## config.mk

```make
export PLATFORM = sky130hd
export DESIGN_NAME = if_fetch_flat
export DESIGN_NICKNAME = d
export VERILOG_FILES = /design/src/rtl/if_pkg.sv /design/src/rtl/if_fetch_if.sv /design/src/rtl/if_inst_buffer.sv /design/src/rtl/if_fetch.sv /design/src/flat_wrapper.sv
export SDC_FILE = /design/constraint.sdc
export NUM_CORES = 1
export LEC_CHECK = 0
export ABC_AREA = 1
export BUFFER_PORTS_ARGS = -buffer_cell sky130_fd_sc_hd__buf_4
export CAP_MARGIN = 10
export CORE_ASPECT_RATIO = 2
export CORE_MARGIN = 2
export CORE_UTILIZATION = 35
export DETAILED_ROUTE_END_ITERATION = 12
export PLACE_DENSITY_LB_ADDON = 0.1
export REMOVE_ABC_BUFFERS = 1
export SYNTH_ARGS = -nofsm -noshare
export SYNTH_HDL_FRONTEND = slang
export SYNTH_SLANG_ARGS = --single-unit
```

## constraint.sdc

```tcl
create_clock -name clk_i -period 2.5 [get_ports clk_i]
set_input_delay 0.25 -clock clk_i [delete_from_list [all_inputs] [get_ports clk_i]]
set_output_delay 0.25 -clock clk_i [all_outputs]
set_load 0.1 [all_outputs]
```

## src/rtl/if_pkg.sv

```systemverilog
// Shared types for the instruction fetch stage: FSM states, IF/ID payload, reset defaults.
package if_pkg;

    localparam int unsigned XLEN = 32;

    localparam logic [XLEN-1:0] RESET_PC_DEF  = 32'hBFC0_0000;
    localparam logic [XLEN-1:0] NOP_INSTR_DEF = 32'h0000_0000;

    typedef enum logic [2:0] {
        IDLE,
        REQ,
        WAIT,
        HOLD,
        DROP
    } fetch_state_e;

    typedef struct packed {
        logic [XLEN-1:0] instr;
        logic [XLEN-1:0] pc;
        logic            adel;
    } if_id_t;

endpackage

```

## src/rtl/if_fetch_if.sv

```systemverilog
// Fetch-stage bus bundle: SRAM-like instruction port, IF->ID payload, redirect and flush inputs.
interface if_fetch_if;
    import if_pkg::*;

    logic            inst_req_o;
    logic [XLEN-1:0] inst_addr_o;
    logic            inst_addr_ok_i;
    logic            inst_data_ok_i;
    logic [XLEN-1:0] inst_rdata_i;
    logic            id_stall_i;
    logic            redirect_i;
    logic [XLEN-1:0] redirect_pc_i;
    logic            exc_flush_i;
    logic [XLEN-1:0] exc_pc_i;
    logic            id_valid_o;
    logic [XLEN-1:0] id_instr_o;
    logic [XLEN-1:0] id_pc_o;
    logic [XLEN-1:0] id_pc4_o;
    logic            id_adel_o;
    logic            if_stall_o;

    modport master (
        output inst_req_o, inst_addr_o,
        input  inst_addr_ok_i, inst_data_ok_i, inst_rdata_i,
        input  id_stall_i, redirect_i, redirect_pc_i, exc_flush_i, exc_pc_i,
        output id_valid_o, id_instr_o, id_pc_o, id_pc4_o, id_adel_o, if_stall_o
    );

    modport slave (
        input  inst_req_o, inst_addr_o,
        output inst_addr_ok_i, inst_data_ok_i, inst_rdata_i,
        output id_stall_i, redirect_i, redirect_pc_i, exc_flush_i, exc_pc_i,
        input  id_valid_o, id_instr_o, id_pc_o, id_pc4_o, id_adel_o, if_stall_o
    );

endinterface

```

## src/rtl/if_inst_buffer.sv

```systemverilog
// One-entry skid buffer holding a fetch response while decode is stalled.
module if_inst_buffer
    import if_pkg::*;
(
    input  logic   clk_i,
    input  logic   rst_i,
    input  logic   load,
    input  logic   drain,
    input  logic   clear,
    input  if_id_t din,
    output if_id_t dout,
    output logic   valid
);

    // clear wins over load so a flush always empties the entry
    always_ff @(posedge clk_i or negedge rst_i) begin
        if (!rst_i) begin
            valid <= 1'b0;
            dout  <= '0;
        end else if (clear) begin
            valid <= 1'b0;
        end else if (load) begin
            valid <= 1'b1;
            dout  <= din;
        end else if (drain) begin
            valid <= 1'b0;
        end
    end

endmodule

```

## src/rtl/if_fetch.sv

```systemverilog
// Fetch stage: owns the PC, one-outstanding SRAM-like requests, IF/ID registers and delay-slot redirects.
// Optional IF_ADDR_EXC_EN: a misaligned PC raises id_adel_o instead of issuing a request.
module if_fetch
    import if_pkg::*;
#(
    parameter logic [XLEN-1:0] RESET_PC  = RESET_PC_DEF,
    parameter logic [XLEN-1:0] NOP_INSTR = NOP_INSTR_DEF
) (
    input  logic       clk_i,
    input  logic       rst_i,
    if_fetch_if.master bus
);

    fetch_state_e    state_q, state_d;
    logic [XLEN-1:0] pc_q, pc_d;
    logic [XLEN-1:0] req_pc_q, req_pc_d;
    logic [XLEN-1:0] pend_pc_q, pend_pc_d;
    logic            pend_valid_q, pend_valid_d;
    logic            id_valid_q, id_valid_d;
    if_id_t          id_q, id_d;
    logic [XLEN-1:0] id_pc4_q, id_pc4_d;
    logic [XLEN-1:0] next_pc;
    logic [XLEN-1:0] fetch_addr;
    logic            misaligned;
    logic            buf_load, buf_drain, buf_clear, buf_valid;
    if_id_t          buf_din, buf_dout;
    logic            redir;

`ifdef IF_ADDR_EXC_EN
    assign misaligned = |pc_q[1:0];
    assign fetch_addr = pc_q;
`else
    assign misaligned = 1'b0;
    assign fetch_addr = {pc_q[XLEN-1:2], 2'b00};
`endif

    assign redir   = bus.redirect_i && !bus.id_stall_i;
    assign buf_din = '{instr: bus.inst_rdata_i, pc: req_pc_q, adel: 1'b0};

    if_inst_buffer u_buf (
        .clk_i (clk_i),
        .rst_i (rst_i),
        .load  (buf_load),
        .drain (buf_drain),
        .clear (buf_clear),
        .din   (buf_din),
        .dout  (buf_dout),
        .valid (buf_valid)
    );

    always_ff @(posedge clk_i or negedge rst_i) begin
        if (!rst_i) begin
            state_q      <= IDLE;
            pc_q         <= RESET_PC;
            req_pc_q     <= '0;
            pend_pc_q    <= '0;
            pend_valid_q <= 1'b0;
            id_valid_q   <= 1'b0;
            id_q         <= '{instr: NOP_INSTR, pc: '0, adel: 1'b0};
            id_pc4_q     <= '0;
        end else begin
            state_q      <= state_d;
            pc_q         <= pc_d;
            req_pc_q     <= req_pc_d;
            pend_pc_q    <= pend_pc_d;
            pend_valid_q <= pend_valid_d;
            id_valid_q   <= id_valid_d;
            id_q         <= id_d;
            id_pc4_q     <= id_pc4_d;
        end
    end

    // A redirect before the delay slot is accepted parks in the pending target;
    // once the slot is in flight the target goes straight into pc.
    always_comb begin
        state_d      = state_q;
        pc_d         = pc_q;
        req_pc_d     = req_pc_q;
        pend_pc_d    = pend_pc_q;
        pend_valid_d = pend_valid_q;
        id_valid_d   = id_valid_q;
        id_d         = id_q;
        id_pc4_d     = id_pc4_q;
        buf_load     = 1'b0;
        buf_drain    = 1'b0;
        buf_clear    = 1'b0;
        next_pc      = pend_valid_q ? pend_pc_q : pc_q + XLEN'(4);

        if (!bus.id_stall_i) begin
            id_valid_d = 1'b0;
            id_d.instr = NOP_INSTR;
        end

        if (bus.exc_flush_i) begin
            pc_d         = bus.exc_pc_i;
            pend_valid_d = 1'b0;
            id_valid_d   = 1'b0;
            id_d         = '{instr: NOP_INSTR, pc: '0, adel: 1'b0};
            id_pc4_d     = '0;
            buf_clear    = 1'b1;
            case (state_q)
                WAIT, DROP: state_d = bus.inst_data_ok_i ? REQ : DROP;
                default:    state_d = REQ;
            endcase
        end else begin
            case (state_q)
                IDLE: state_d = REQ;
                REQ: begin
                    if (misaligned) begin
                        if (!bus.id_stall_i) begin
                            id_valid_d = 1'b1;
                            id_d       = '{instr: NOP_INSTR, pc: pc_q, adel: 1'b1};
                            id_pc4_d   = pc_q + XLEN'(4);
                        end
                    end else if (bus.inst_addr_ok_i) begin
                        state_d      = WAIT;
                        req_pc_d     = fetch_addr;
                        pc_d         = redir ? bus.redirect_pc_i : next_pc;
                        pend_valid_d = 1'b0;
                    end else if (redir) begin
                        pend_valid_d = 1'b1;
                        pend_pc_d    = bus.redirect_pc_i;
                    end
                end
                WAIT: begin
                    if (redir) begin
                        pc_d = bus.redirect_pc_i;
                    end
                    if (bus.inst_data_ok_i) begin
                        if (!bus.id_stall_i) begin
                            id_valid_d = 1'b1;
                            id_d       = buf_din;
                            id_pc4_d   = req_pc_q + XLEN'(4);
                            state_d    = REQ;
                        end else begin
                            buf_load = 1'b1;
                            state_d  = HOLD;
                        end
                    end
                end
                HOLD: begin
                    if (!bus.id_stall_i) begin
                        if (redir) begin
                            pc_d = bus.redirect_pc_i;
                        end
                        if (buf_valid) begin
                            id_valid_d = 1'b1;
                            id_d       = buf_dout;
                            id_pc4_d   = buf_dout.pc + XLEN'(4);
                        end
                        buf_drain = 1'b1;
                        state_d   = REQ;
                    end
                end
                DROP: begin
                    if (bus.inst_data_ok_i) begin
                        state_d = REQ;
                    end
                end
                default: state_d = IDLE;
            endcase
        end
    end

    assign bus.inst_req_o  = (state_q == REQ) && !misaligned && !bus.exc_flush_i;
    assign bus.inst_addr_o = fetch_addr;
    assign bus.id_valid_o  = id_valid_q;
    assign bus.id_instr_o  = id_q.instr;
    assign bus.id_pc_o     = id_q.pc;
    assign bus.id_pc4_o    = id_pc4_q;
    assign bus.id_adel_o   = id_q.adel;
    assign bus.if_stall_o  = ((state_q == REQ) || (state_q == WAIT) || (state_q == DROP))
                             && !bus.exc_flush_i;

endmodule

```

## src/flat_wrapper.sv

```systemverilog
// flat-port wrapper written by rule: the top's interface ports become plain ports
module if_fetch_flat import if_pkg::*;
#(
    parameter logic [XLEN-1:0] RESET_PC  = RESET_PC_DEF,
    parameter logic [XLEN-1:0] NOP_INSTR = NOP_INSTR_DEF
)
  (clk_i, rst_i, bus_inst_req_o, bus_inst_addr_o, bus_inst_addr_ok_i, bus_inst_data_ok_i, bus_inst_rdata_i, bus_id_stall_i, bus_redirect_i, bus_redirect_pc_i, bus_exc_flush_i, bus_exc_pc_i, bus_id_valid_o, bus_id_instr_o, bus_id_pc_o, bus_id_pc4_o, bus_id_adel_o, bus_if_stall_o);
  if_fetch_if bus_i ();
  input  logic clk_i;
  input  logic rst_i;
  output wire logic [$bits(bus_i.inst_req_o)-1:0] bus_inst_req_o;
  output wire logic [$bits(bus_i.inst_addr_o)-1:0] bus_inst_addr_o;
  input wire logic [$bits(bus_i.inst_addr_ok_i)-1:0] bus_inst_addr_ok_i;
  input wire logic [$bits(bus_i.inst_data_ok_i)-1:0] bus_inst_data_ok_i;
  input wire logic [$bits(bus_i.inst_rdata_i)-1:0] bus_inst_rdata_i;
  input wire logic [$bits(bus_i.id_stall_i)-1:0] bus_id_stall_i;
  input wire logic [$bits(bus_i.redirect_i)-1:0] bus_redirect_i;
  input wire logic [$bits(bus_i.redirect_pc_i)-1:0] bus_redirect_pc_i;
  input wire logic [$bits(bus_i.exc_flush_i)-1:0] bus_exc_flush_i;
  input wire logic [$bits(bus_i.exc_pc_i)-1:0] bus_exc_pc_i;
  output wire logic [$bits(bus_i.id_valid_o)-1:0] bus_id_valid_o;
  output wire logic [$bits(bus_i.id_instr_o)-1:0] bus_id_instr_o;
  output wire logic [$bits(bus_i.id_pc_o)-1:0] bus_id_pc_o;
  output wire logic [$bits(bus_i.id_pc4_o)-1:0] bus_id_pc4_o;
  output wire logic [$bits(bus_i.id_adel_o)-1:0] bus_id_adel_o;
  output wire logic [$bits(bus_i.if_stall_o)-1:0] bus_if_stall_o;
  assign bus_inst_req_o = bus_i.inst_req_o;
  assign bus_inst_addr_o = bus_i.inst_addr_o;
  assign bus_i.inst_addr_ok_i = bus_inst_addr_ok_i;
  assign bus_i.inst_data_ok_i = bus_inst_data_ok_i;
  assign bus_i.inst_rdata_i = bus_inst_rdata_i;
  assign bus_i.id_stall_i = bus_id_stall_i;
  assign bus_i.redirect_i = bus_redirect_i;
  assign bus_i.redirect_pc_i = bus_redirect_pc_i;
  assign bus_i.exc_flush_i = bus_exc_flush_i;
  assign bus_i.exc_pc_i = bus_exc_pc_i;
  assign bus_id_valid_o = bus_i.id_valid_o;
  assign bus_id_instr_o = bus_i.id_instr_o;
  assign bus_id_pc_o = bus_i.id_pc_o;
  assign bus_id_pc4_o = bus_i.id_pc4_o;
  assign bus_id_adel_o = bus_i.id_adel_o;
  assign bus_if_stall_o = bus_i.if_stall_o;
  if_fetch #(.RESET_PC(RESET_PC), .NOP_INSTR(NOP_INSTR)) u_core (.clk_i(clk_i), .rst_i(rst_i), .bus(bus_i));
endmodule
```

==> summary.txt <==
Timing
  – Worst slew pin tran: roughly 0.75 ns
  – Fin Clk Skew: 0.01151 ns
  – Minimum clock period: 2.348 ns
  – RSZ-0062 raised after global routing: true
  – Pins Over Slew Limit: 0
  – Final setup TNS: 0 ns
  – Fin. Hold Viols: 0
  – Worst slew margin: approximately 50%
  – Final period util: 93.90%
  – Achievable clock frequency: 426.0 MHz
  – Setup violators final: 0

CTS
  – Clock Tree Buf Depth: 3
  – CTS tree: yes
  – Clk pin slew, worst setup/hold paths: 0.07 ns
  – Clock net sink count: 250
  – Skew-Pair Late Insertion Delay: roughly 0.55 ns
  – Root buf cell: clkbuf_16
  – # H-tree levels: 1
  – CTS Buf Count: 25

Run
  – Max-cap viol count: 0

Yosys
  – Yosys reg bits: 250
  – Post-synthesis instance area: 0.01357 sq mm
  – Yosys warns: 0
  – Syn Area/Cell: around 7.5 sq um
  – Synthesized instance count: 1810
  – Number of library cell types mapped by synthesis: 44
  – Seq/Total Area, Yosys: 46.19%

Critical path
  – CP required: 2.25 ns
  – CP Capture Type: output pin
  – Critical Path Fanout Max: 21
  – Worst Path Class, Setup: reg -> out
  – Critical Path Start Type: flip-flop
  – Data arrival time of the worst path: 2.10 ns

Die
  – Die area: 0.04046 sq mm
  – Initial core utilization: approximately a third
  – Num rows: 102
  – Ports: 235
  – DIE WIDTH: 143.2 um
  – Die H: ~280 um
  – Core area: 0.03854 sq mm

Route
  – Number of remaining DRC errors: 0
  – Drt first pass iters: 5
  – Detail Route Antenna Nets: 0
  – Routed len/inst: about 19 um
  – DR vias/cell: between 5 and 6
  – Initial DRC count: 605
  – Via count: roughly 13k
  – WL final: 48700 um

Placed design
  – Area after DPL: 0.01603 sq mm
  – PortBufs: between 200 and 250
  – HPWL Detailed: between 30000 and 40000 um
  – Weighted congestion at the end of routability-driven global placement: 0.9278

Hold path
  – Hold Crit Class: in -> reg

GRT
  – Largest net degree at the start of global routing: 116
  – Global-route wire length before repair: 75030 um
  – Antenna violations before repair: 0
  – Total track usage: 23.91%
  – Gr ovfl total: 0
  – Vias in the first global route: 13.16k

Outcome
  – Status: finished clean

Layout
  – Final Core Density: 45.81%
  – Fill cell count: 4023
  – Post-route cell area: ~0.018 sq mm
  – N_diodes: 0
  – Area growth syn-to-layout: 30.12%
  – Final #Nets: 2190
  – Share of post-route cells with drive strength above 1: between 10% and 20%

Power
  – Peak supply drop: 0.0008424 V
  – Power after layout: 20260 uW
  – Pwr Density: 1147 mW/mm^2
  – Pleak: 0.008357 uW
==> critical path, stage by stage (launching register included) <==
cell,delay [ns]
dfrtp_1,0.40
buf_4,0.29
inv_1,0.12
nor3_2,0.18
nand2_1,0.12
inv_1,0.12
buf_4,0.31
==> where the power goes <==
| part | switching [uW] | total, uW | internal [uW] |
|---|---|---|---|
| combinational | 6820 | 9350 | 2530 |
| clock | 1700 | 4450 | 2740 |
| sequential | 1160 | 6460 | 5300 |
==> cell type report <==
class | instances | area, sq um | share of cell area (%)
flip-flops and latches | 250 | 6270 | 35.51
inverters | 144 | 540.5 | 3.061
clock inverters | 12 | 242.7 | 1.375
repair buffers | 349 | 2924 | 16.56
well taps | 520 | 650.6 | 3.685
multi-input cells | 1315 | 6310 | 35.74
clock buffers | 34 | 719.4 | 4.075
==> through the flow <==
| step | std cells | worst slack [ns] | hold slack [ns] |
|---|---|---|---|
| 6_report | 2624 | 0.1524 | 0.01539 |
| 5_1_grt | 2624 | -0.03228 | 0.02306 |
| 4_1_cts | 2624 | 0.02020 | 0.0003314 |
| 3_5_place_dp | 2514 | 0.2245 | 0.2500 |
| 3_3_place_gp | 2514 | 0.2390 | 0.2444 |
| 2_1_floorplan | 1709 | -1.457 | -0.04559 |
==> cell families (layout without fill, tap and decap cells) <==
kind of cell	after synthesis	count (layout)	share of synthesized area [%]
xor+xnor	4	4	0.2582
mux	33	33	2.739
simple gates	860	860	25.85
flops	250	250	46.19
fa+ha+maj	2	2	0.1844
other cells	1	7	0.02764
buf+inv	251	539	7.681
compound gates	409	409	17.08
==> what timing repair did <==
item	in CTS	in global routing
endpoints found under the setup margin	1	12
hold buffers	64	0
endpoints found under the hold margin	120	0
buffers inserted	0	0
resized for setup	2	5
==> sequential cells by signal (all words and copies together) (netlist names) <==
| name | cells |
|---|---|
| u_core.pend_valid_q | 1 |
| u_core.pc_q | 30 |
| u_core.bus.id_pc_o | 30 |
| u_core.pend_pc_q | 30 |
| u_core.req_pc_q | 30 |
| u_core.bus.id_instr_o | 32 |
| u_core.u_buf.valid | 1 |
| u_core.u_buf.dout | 62 |
| u_core.bus.id_valid_o | 1 |
| u_core.bus.id_pc4_o | 30 |
| u_core.state_q | 3 |
==> final timing paths <==
kind / slack, ns / start / depth (start not counted) / to
hold reg to reg: 0.48 / u_core.bus.id_pc4_o[29] / 2 / u_core.bus.id_pc4_o[29]
setup / recovery: 0.15 / u_core.state_q[0] / 6 / bus_inst_req_o
min in group asynchronous: 0.25 / rst_i / 2 / u_core.u_buf.dout[62]
max in group asynchronous: 1.45 / rst_i / 3 / u_core.pc_q[26]
hold / removal: 0.02 / bus_redirect_pc_i[13] / 3 / u_core.pend_pc_q[13]
setup reg to reg: 0.21 / u_core.state_q[2] / 10 / u_core.pc_q[19]
==> cell usage in the layout (no fill, tap or decap), types with 15 or more instances in the layout <==
cell type	n
a21oi_1	79
buf_4	272
nor2_1	197
nor3_1	15
a32oi_1	30
o21ai_0	219
nand2_1	529
inv_1	138
mux2_2	33
dlygate4sd3_1	64
a211oi_1	32
nand4_1	34
clkbuf_16	25
nand3_1	44
nor2_2	16
dfrtp_1	239
o21ai_1	18
==> routing by layer <==
layer / global-route usage (%) / wire [um] / vias up
met3: 2.268 / 1909 / 95
met1: 26.69 / 18410 / 6394
met4: 9.402 / 1895 / 0
met2: 45.86 / 26480 / 347
li1: - / - / 6494
met5: 0 / 0 / -
==> synth_stat cells (all sizes together) <==
master	instances	area, sq um
a31oi	2	12.51
clkinv	2	7.510
o221ai	2	17.52
xor2	4	35.03
nand3b	1	7.510
o22ai	2	12.51
a22o	1	8.760
o211ai	9	67.56
o31ai	2	15.01
a22oi	4	30.03
clkbuf	69	259.0
nor2	217	869.6
a21o	1	7.510
a21boi	2	15.01
dfstp	9	236.5
buf	38	242.7
o21ai	237	1186
a211oi	32	240.2
o21a	2	15.01
mux2	33	371.6
nor3	16	80.08
ha	2	25.02
inv	142	533.0
a32oi	30	262.8
conb	1	3.750
nand4	34	212.7
dfrtp	241	6031
o2111ai	1	8.760
and3	1	6.260
nand3	46	247.7
nand2	544	2077
and2	1	6.260
o21bai	3	22.52
a21oi	79	395.4
Power figures use the tool's default switching activity.
